$ cat src/rtl/cheat_code_loader.sv
// cheat_code_loader: parses "AAAAAA:DDDD" text codes and programs them into the cheat table.
// Define CHEAT_ALIGN_CHK_EN to also reject odd addresses, which 68k word fetches never hit.
module cheat_code_loader (
   input  logic       clk,
   input  logic       rst_n,
   input  logic [7:0] chr,
   input  logic       chr_valid,
   output logic       chr_ready,
   input  logic       clr_req,
   output logic [6:0] wr_addr,
   output logic [7:0] wr_data,
   output logic       wr_req,
   input  logic       wr_ack,
   output logic       code_ok,
   output logic       err,
   output logic [1:0] err_code,
   output logic [4:0] slot_cnt,
   output logic       busy
);
   typedef enum logic [2:0] {COLLECT, FLUSH, CHECK, WRITE, CLEAR} state_t;
   state_t      state_q, state_d;
   logic [39:0] acc_q, acc_d;
   logic [3:0]  cnt_q, cnt_d, idx_q, idx_d;
   logic [4:0]  slot_q, slot_d;
   logic [1:0]  ec_q, ec_d;
   logic        ok_q, ok_d;
   logic        take, is_dig, is_hex, is_skip, is_nl, bad_addr;
   logic [3:0]  nib;
   logic [7:0]  beat_byte;
   assign is_dig  = chr >= 8'h30 && chr <= 8'h39;
   assign is_hex  = is_dig || (chr >= 8'h41 && chr <= 8'h46) || (chr >= 8'h61 && chr <= 8'h66);
   assign nib     = is_dig ? chr[3:0] : chr[3:0] + 4'd9;
   assign is_skip = chr == 8'h3A || chr == 8'h2D || chr == 8'h20 || chr == 8'h0D;
   assign is_nl   = chr == 8'h0A;
`ifdef CHEAT_ALIGN_CHK_EN
   assign bad_addr = acc_q[39] || acc_q[16];
`else
   assign bad_addr = acc_q[39];
`endif
   assign chr_ready = rst_n && (state_q == COLLECT || state_q == FLUSH);
   assign take      = chr_valid && chr_ready;
   assign wr_req    = rst_n && (state_q == WRITE || state_q == CLEAR);
   assign busy      = rst_n && (state_q == CHECK || state_q == WRITE || state_q == CLEAR);
   assign beat_byte = idx_q == 4'd0 ? acc_q[39:32] : idx_q == 4'd1 ? acc_q[31:24] :
                      idx_q == 4'd2 ? acc_q[23:16] : idx_q == 4'd3 ? acc_q[15:8] : acc_q[7:0];
   assign wr_addr   = !rst_n ? 7'd0 : state_q == WRITE ? {slot_q[3:0], idx_q[2:0] + 3'd1} :
                      state_q == CLEAR ? {idx_q, 3'd1} : 7'd0;
   assign wr_data   = !rst_n ? 8'd0 : state_q == WRITE ? beat_byte : state_q == CLEAR ? 8'hFF : 8'd0;
   assign code_ok   = ok_q;
   assign err       = ec_q != 2'd0;
   assign err_code  = ec_q;
   assign slot_cnt  = slot_q;

   // Parse characters, validate finished codes and sequence the table write beats
   always_comb begin
      state_d = state_q;
      acc_d   = acc_q;
      cnt_d   = cnt_q;
      idx_d   = idx_q;
      slot_d  = slot_q;
      ec_d    = ec_q;
      ok_d    = 1'b0;
      case (state_q)
         COLLECT, FLUSH: begin
            if (clr_req) begin
               state_d = CLEAR;
               idx_d   = 4'd0;
               cnt_d   = 4'd0;
            end else if (take) begin
               if (state_q == FLUSH) begin
                  if (is_nl) state_d = COLLECT;
               end else if (is_hex) begin
                  if (cnt_q == 4'd10) begin
                     ec_d    = 2'd2;
                     cnt_d   = 4'd0;
                     state_d = FLUSH;
                  end else begin
                     acc_d = {acc_q[35:0], nib};
                     cnt_d = cnt_q + 4'd1;
                     if (cnt_q == 4'd0) ec_d = 2'd0;
                  end
               end else if (is_nl) begin
                  cnt_d = 4'd0;
                  if (cnt_q == 4'd10) state_d = CHECK;
                  else if (cnt_q != 4'd0) ec_d = 2'd2;
               end else if (!is_skip) begin
                  ec_d    = 2'd1;
                  cnt_d   = 4'd0;
                  state_d = FLUSH;
               end
            end
         end
         CHECK: begin
            if (slot_q[4] || bad_addr) begin
               ec_d    = 2'd3;
               state_d = COLLECT;
            end else begin
               idx_d   = 4'd0;
               state_d = WRITE;
            end
         end
         WRITE: begin
            if (wr_ack) begin
               idx_d = idx_q + 4'd1;
               if (idx_q == 4'd4) begin
                  slot_d  = slot_q + 5'd1;
                  ok_d    = 1'b1;
                  state_d = COLLECT;
               end
            end
         end
         CLEAR: begin
            if (wr_ack) begin
               idx_d = idx_q + 4'd1;
               if (idx_q == 4'd15) begin
                  slot_d  = 5'd0;
                  ec_d    = 2'd0;
                  state_d = COLLECT;
               end
            end
         end
         default: state_d = COLLECT;
      endcase
   end

   // State registers with synchronous active-low reset; table contents are left alone
   always_ff @(posedge clk) begin
      if (!rst_n) begin
         state_q <= COLLECT;
         acc_q   <= 40'd0;
         cnt_q   <= 4'd0;
         idx_q   <= 4'd0;
         slot_q  <= 5'd0;
         ec_q    <= 2'd0;
         ok_q    <= 1'b0;
      end else begin
         state_q <= state_d;
         acc_q   <= acc_d;
         cnt_q   <= cnt_d;
         idx_q   <= idx_d;
         slot_q  <= slot_d;
         ec_q    <= ec_d;
         ok_q    <= ok_d;
      end
   end
endmodule

$ cat config.mk
export PLATFORM = sky130hd
export DESIGN_NAME = cheat_code_loader
export DESIGN_NICKNAME = d
export VERILOG_FILES = /design/src/rtl/cheat_code_loader.sv
export SDC_FILE = /design/constraint.sdc
export NUM_CORES = 1
export LEC_CHECK = 0
export ABC_AREA = 1
export CAP_MARGIN = 15
export CORE_UTILIZATION = 69
export DETAILED_ROUTE_END_ITERATION = 8
export DONT_BUFFER_PORTS = 1
export PLACE_DENSITY = 0.92
export SLEW_MARGIN = 15
export SYNTH_ARGS = -nofsm -noshare
export SYNTH_HDL_FRONTEND = slang
export SYNTH_SLANG_ARGS = --single-unit
$ cat constraint.sdc
create_clock -name clk -period 2.8 [get_ports clk]
set_input_delay 0.28 -clock clk [delete_from_list [all_inputs] [get_ports clk]]
set_output_delay 0.28 -clock clk [all_outputs]
set_load 0.005 [all_outputs]
After elaboration in Yosys (flattened, before gate mapping)
Cells that the tools add are included.
{"block": "word_totals", "register_bits": 59, "word_cells": 150, "in_bits": 13, "output_inout_bits": 27}
{"block": "classes", "bitwise": 3, "n_eq_ne": 37, "addsub": 5, "reduce_logical": 35, "mux": 57, "magnitude_cmp": 6}
{"op": "two-way mux 8 bit", "count": 7}
{"op": "two-way mux 4 bit", "count": 11}
{"op": "two-way mux 3 bit", "count": 13}
{"op": "two-way mux 2 bit", "count": 14}
{"op": "equality test 8 x 6 -> 1 bit, second input constant", "count": 3}
{"op": "two-way mux 7 bit", "count": 3}
{"op": "two-way mux 5 bit", "count": 4}
{"op": "!= test 4 bit, second input constant", "count": 5}
{"op": "equality test 8 x 4 -> 1 bit, second input constant", "count": 2}
{"op": "greater-or-equal comparator 8 x 7 -> 1 bit, second input constant", "count": 2}
{"op": "<= comparator 8 x 7 -> 1 bit, second input constant", "count": 2}
{"op": "!= test 2 bit, second input constant", "count": 8}
{"op": "!= test 5 bit, second input constant", "count": 3}
{"op": "one-hot mux 3 bit (4 select lines)", "count": 1}
{"op": "one-hot mux 4 bit (3 select lines)", "count": 1}
{"op": "AND reduction 11 bit", "count": 1}
{"op": "logical OR 1 bit", "count": 10}
{"op": "one-hot mux 5 bit (2 select lines)", "count": 1}
{"op": "AND reduction 9 bit", "count": 1}
{"op": "adder 4 x 1 -> 4 bit, second input constant", "count": 2}
{"op": "equality test 4 x 2 -> 1 bit, second input constant", "count": 2}
{"op": "equality test 4 bit, second input constant", "count": 2}
{"op": "greater-or-equal comparator 8 x 6 -> 1 bit, second input constant", "count": 1}
{"op": "<= comparator 8 x 6 -> 1 bit, second input constant", "count": 1}
{"op": "other kinds (25)", "count": 43}

Depth between registers and ports, before layout
{"block": "logic_depth", "word_depth": 11, "depth_mapped": 15, "depth_no_buf": 15}

Least setup slack after synthesis
OpenSTA, ideal clock, no wires.
{"block": "synth_timing", "path_type": "reg2out", "start": "reg idx_q[2]", "end": "out wr_data[5]", "path_buffers": 2, "arrival_ps": 1480, "required_ps": 2520, "setup_slack_ps": 1040, "path_stages_with_launch": 8, "cell_sequence": "dfxtp_1 buf_2 nor2_1 inv_1 nor2_1 clkbuf_1 o211ai_1 a21oi_1"}
{"block": "synth_via", "elab_chain_cells": 7, "elab_cells_between_ends": 10, "classes_between": "eq/ne (3); mux (6); reduce/logical (1)"}
{"item": "start, declared", "line": "23", "source": "logic [3:0] cnt_q, cnt_d, idx_q, idx_d;"}
{"item": "start signal, assigned", "line": "140", "source": "idx_q <= idx_d;"}
{"item": "equality test 4 x 2 -> 1 bit", "line": "45", "source": "idx_q == 4'd2 ? acc_q[23:16] : idx_q == 4'd3 ? acc_q[15:8] : acc_q[7:0];"}
{"item": "two-way mux 8 bit (2 in series)", "line": "45"}
{"item": "two-way mux 8 bit", "line": "44", "source": "assign beat_byte = idx_q == 4'd0 ? acc_q[39:32] : idx_q == 4'd1 ? acc_q[31:24] :"}
{"item": "two-way mux 8 bit (*)", "line": "44"}
{"item": "two-way mux 8 bit (*) (2 in series)", "line": "48", "source": "assign wr_data = !rst_n ? 8'd0 : state_q == WRITE ? beat_byte : state_q == CLEAR ? 8'hFF : 8'd0;"}
{"item": "end, declared", "line": "11", "source": "output logic [7:0] wr_data,"}
Every way passes the cells marked *; elsewhere a longest branch is shown, timed or not.

Final worst setup path
{"block": "layout_timing", "start": "reg idx_q[0]", "end": "out wr_data[0]"}
The elaborated chain is that of the path after synthesis.

==> impl_results.md <==
- CP bufs+invs: 0
- Vert. Die Dim: roughly 73 um
- Total CTS buffers: 9
- First DRT Iteration DRCs: 279
- N_diodes: 0
- Synth cell types: 34
- DR vias/cell: roughly 5.7
- Post-layout nets: about 540
- Worst slew margin: 64.2%
- Measured slew at the worst slew-check pin: around 0.54 ns
- Most frequent cells in the layout: nand2_1, inv_1, nor2_1
- Setup WS post-layout: around 0.34 ns
- Kind of end point of the critical path: primary output
- First-pass GRT wire length: ~13 mm
- Die area: around 5400 sq um
- Largest net degree at the start of global routing: 44
- H-tree levels: 3
- Sw Ratio: 30.5%
- Critical Path RT: 2.52 ns
- Crit-path most repeated cell: o21ai_0
- TNS Setup: 0 ns
- Synth Net Count: ~540
- GRT Total Usage: a little under a third
- Final Hold Fails: 0
- Final cycle utilization of the critical path: ~90%
- Via count: roughly 3300
- CP Max Fanout: 16
- Starting Density: 73.1%
- Warnings from Yosys: 0
- Leading cell type in the layout, fill and taps excluded: nand2_1
- Placed Area: roughly 3500 sq um
- Worst stage delay on the critical path: between 0.4 and 0.5 ns
- Mapped Area: between 3000 and 4000 sq um
- Final setup skew: 0.00679 ns
- HPWL Detailed: 5.35 mm
- Crit path cell chain: ha_1 -> nand2_1 -> o21ai_0 -> o21ai_0 -> o211ai_1 -> a21oi_1
- Count of pins over their slew limit: 0
- Initial antenna violation count: 0
- Comb pwr share: 18.6%
- Overall routed net length: 7.74 mm
- Reg power frac: approximately 44%
- DRC viols: 0
- DRT Pass-1 Iters: 5
- Total grt overflow: 0
- Tot Pwr: roughly 2.0 mW
- Port Buf Inserts: 0
- Layout cells sized above 1: a little over a tenth
- Final count of negative-setup-slack endpoints: 0
- Power Dens Cells: approximately 550 nW/um^2
- GP Congestion: 0.889
- Dpl cells: between 500 and 600
- Setup Buffers After CTS: 0
- Clock sink count: 59
- Mean Syn Cell Area: 6.77 sq um
- Post-CTS Hold Fix Bufs: 0
- Io pins: 40
- WP data arrival: around 2.2 ns
- Worst min path class: in2reg
- Seq cells post-synth: 59
- Crit path max-delay cell type: dfxtp_1
- TritonCTS clock tree: built
- Core box area: about 4800 sq um
- Clk slew on worst S/H paths: about 0.07 ns
- DP Worst Slack: roughly 0.61 ns
- Vias in the first global route: between 3000 and 4000
- Internal cell power: between 1 and 1.5 mW
- MaxCap Viol Count: 0
- Largest delay share family, worst path: compound AO/OA/AOI/OAI gates
- Die width: 73.2 um
- CP Launch Type: flop
- Fmax: about 410 MHz
- Finished Layout Cells: 585
- Clock share of power: 37.2%
- Max Root-Sink Buffers: 2
- CTS root buffer: clkbuf_8
- Post-layout min period: between 2 and 2.5 ns
- Worst-Skew Late Latency: 0.34 ns
- Cts repair resizes: 0
- Maximum vdd drop: 312 uV
- Row count: 25
- Cells after synthesis: 517
- RSZ-0062 raised after global routing: no
- Post-synthesis sequential area ratio: 33.8%
- Setup Crit Path Kind: reg2out
- Post-DR wirelength/cell: 13.2 um
- Hold Slack: between 0.07 and 0.08 ns
- Switching pwr: 0.621 mW
- Static Leak: between 1.5 and 2 nW
- DRT antenna net count: 0
- P&R area growth vs syn: 5.90%
- Fin area: 3700 sq um
- Outcome: finished clean
- Layout Utilization: between 70% and 80%
==> metal layers <==
metal	part of all wire (%)	track usage (%)	vias to the layer above
li1	-	-	1688
met1	44	34.4	1520
met2	47	52.3	116
met3	7.5	9.12	15
met4	2.0	13.3	0
met5	0	0	-
==> path summary, 6_finish.rpt <==
kind / start / end / slack [ns] / cells after the start
worst max-delay path: idx_q[0] / wr_data[0] / 0.34 / 6
worst min-delay path: rst_n / acc_q[23] / 0.08 / 2
worst max register to register: cnt_q[0] / acc_q[28] / 0.53 / 10
worst min register to register: acc_q[5] / acc_q[9] / 0.48 / 2
==> power by group through the flow <==
stage | combinational, mW | clock, mW | sequential, mW
after global routing | 0.428 | 0.810 | 0.904
final | 0.379 | 0.758 | 0.900
after floorplan | 0.305 | 0 | 0.911
after detailed placement | 0.368 | 0 | 0.918
after global placement | 0.354 | 0 | 0.917
after CTS | 0.373 | 0.768 | 0.900
==> cell families (layout without fill, tap and decap cells) <==
kind of cell / Yosys count / in the layout / synth area share [%]
adders and majority gates: 13 / 13 / 4.65
and+or+nand+nor: 204 / 204 / 25.4
buffers and inverters: 94 / 95 / 11.1
xor gates and xnor gates: 6 / 6 / 1.50
AOI/OAI and AO/OA: 141 / 141 / 23.6
DFF: 59 / 59 / 33.8
==> registers in the layout, indices dropped and copies added (netlist names) <==
| register | flops |
|---|---|
| cnt_q | 4 |
| idx_q | 4 |
| code_ok | 1 |
| state_q | 3 |
| slot_cnt | 5 |
| err_code | 2 |
| acc_q | 40 |
==> cell usage after synthesis <==
cell type  count  area [sq um]
nand2_1       86           323
o21ai_2        1          8.76
nor3_1        11          55.1
clkbuf_1      11          41.3
inv_1         68           255
a21oi_2       16           140
nand4_1        3          18.8
nor3b_2        1          12.5
or2_2          1          6.26
o21ai_0       49           245
nor2_2         4          25.0
a21oi_1       32           160
nand4_4        1          21.3
xor2_1         4          35.0
inv_2          6          22.5
dfxtp_1       59          1180
o31ai_1        2          15.0
nand2_2        3          18.8
buf_1          1          3.75
buf_2          3          15.0
buf_4          2          15.0
and3_1         1          6.26
o32ai_1        2          17.5
nor3b_1        1          7.51
ha_1          13           163
buf_6          3          33.8
nand3b_1       1          7.51
nand3_1       24           120
a211oi_1      10          75.1
xnor2_1        2          17.5
nor2_4         2          22.5
nor2_1        65           244
o21ai_1       21           105
o211ai_1       8          60.1
==> final cells by class <==
type / count / area, sq um
Tap cell: 67 / 83.8
Multi-Input combinational cell: 364 / 1930
Fill cell: 350 / 1080
Timing Repair Buffer: 5 / 37.5
Sequential cell: 59 / 1180
Clock buffer: 11 / 141
Clock inverter: 5 / 52.6
Inverter: 74 / 278
No activity file was read; power rests on OpenSTA's default activity.
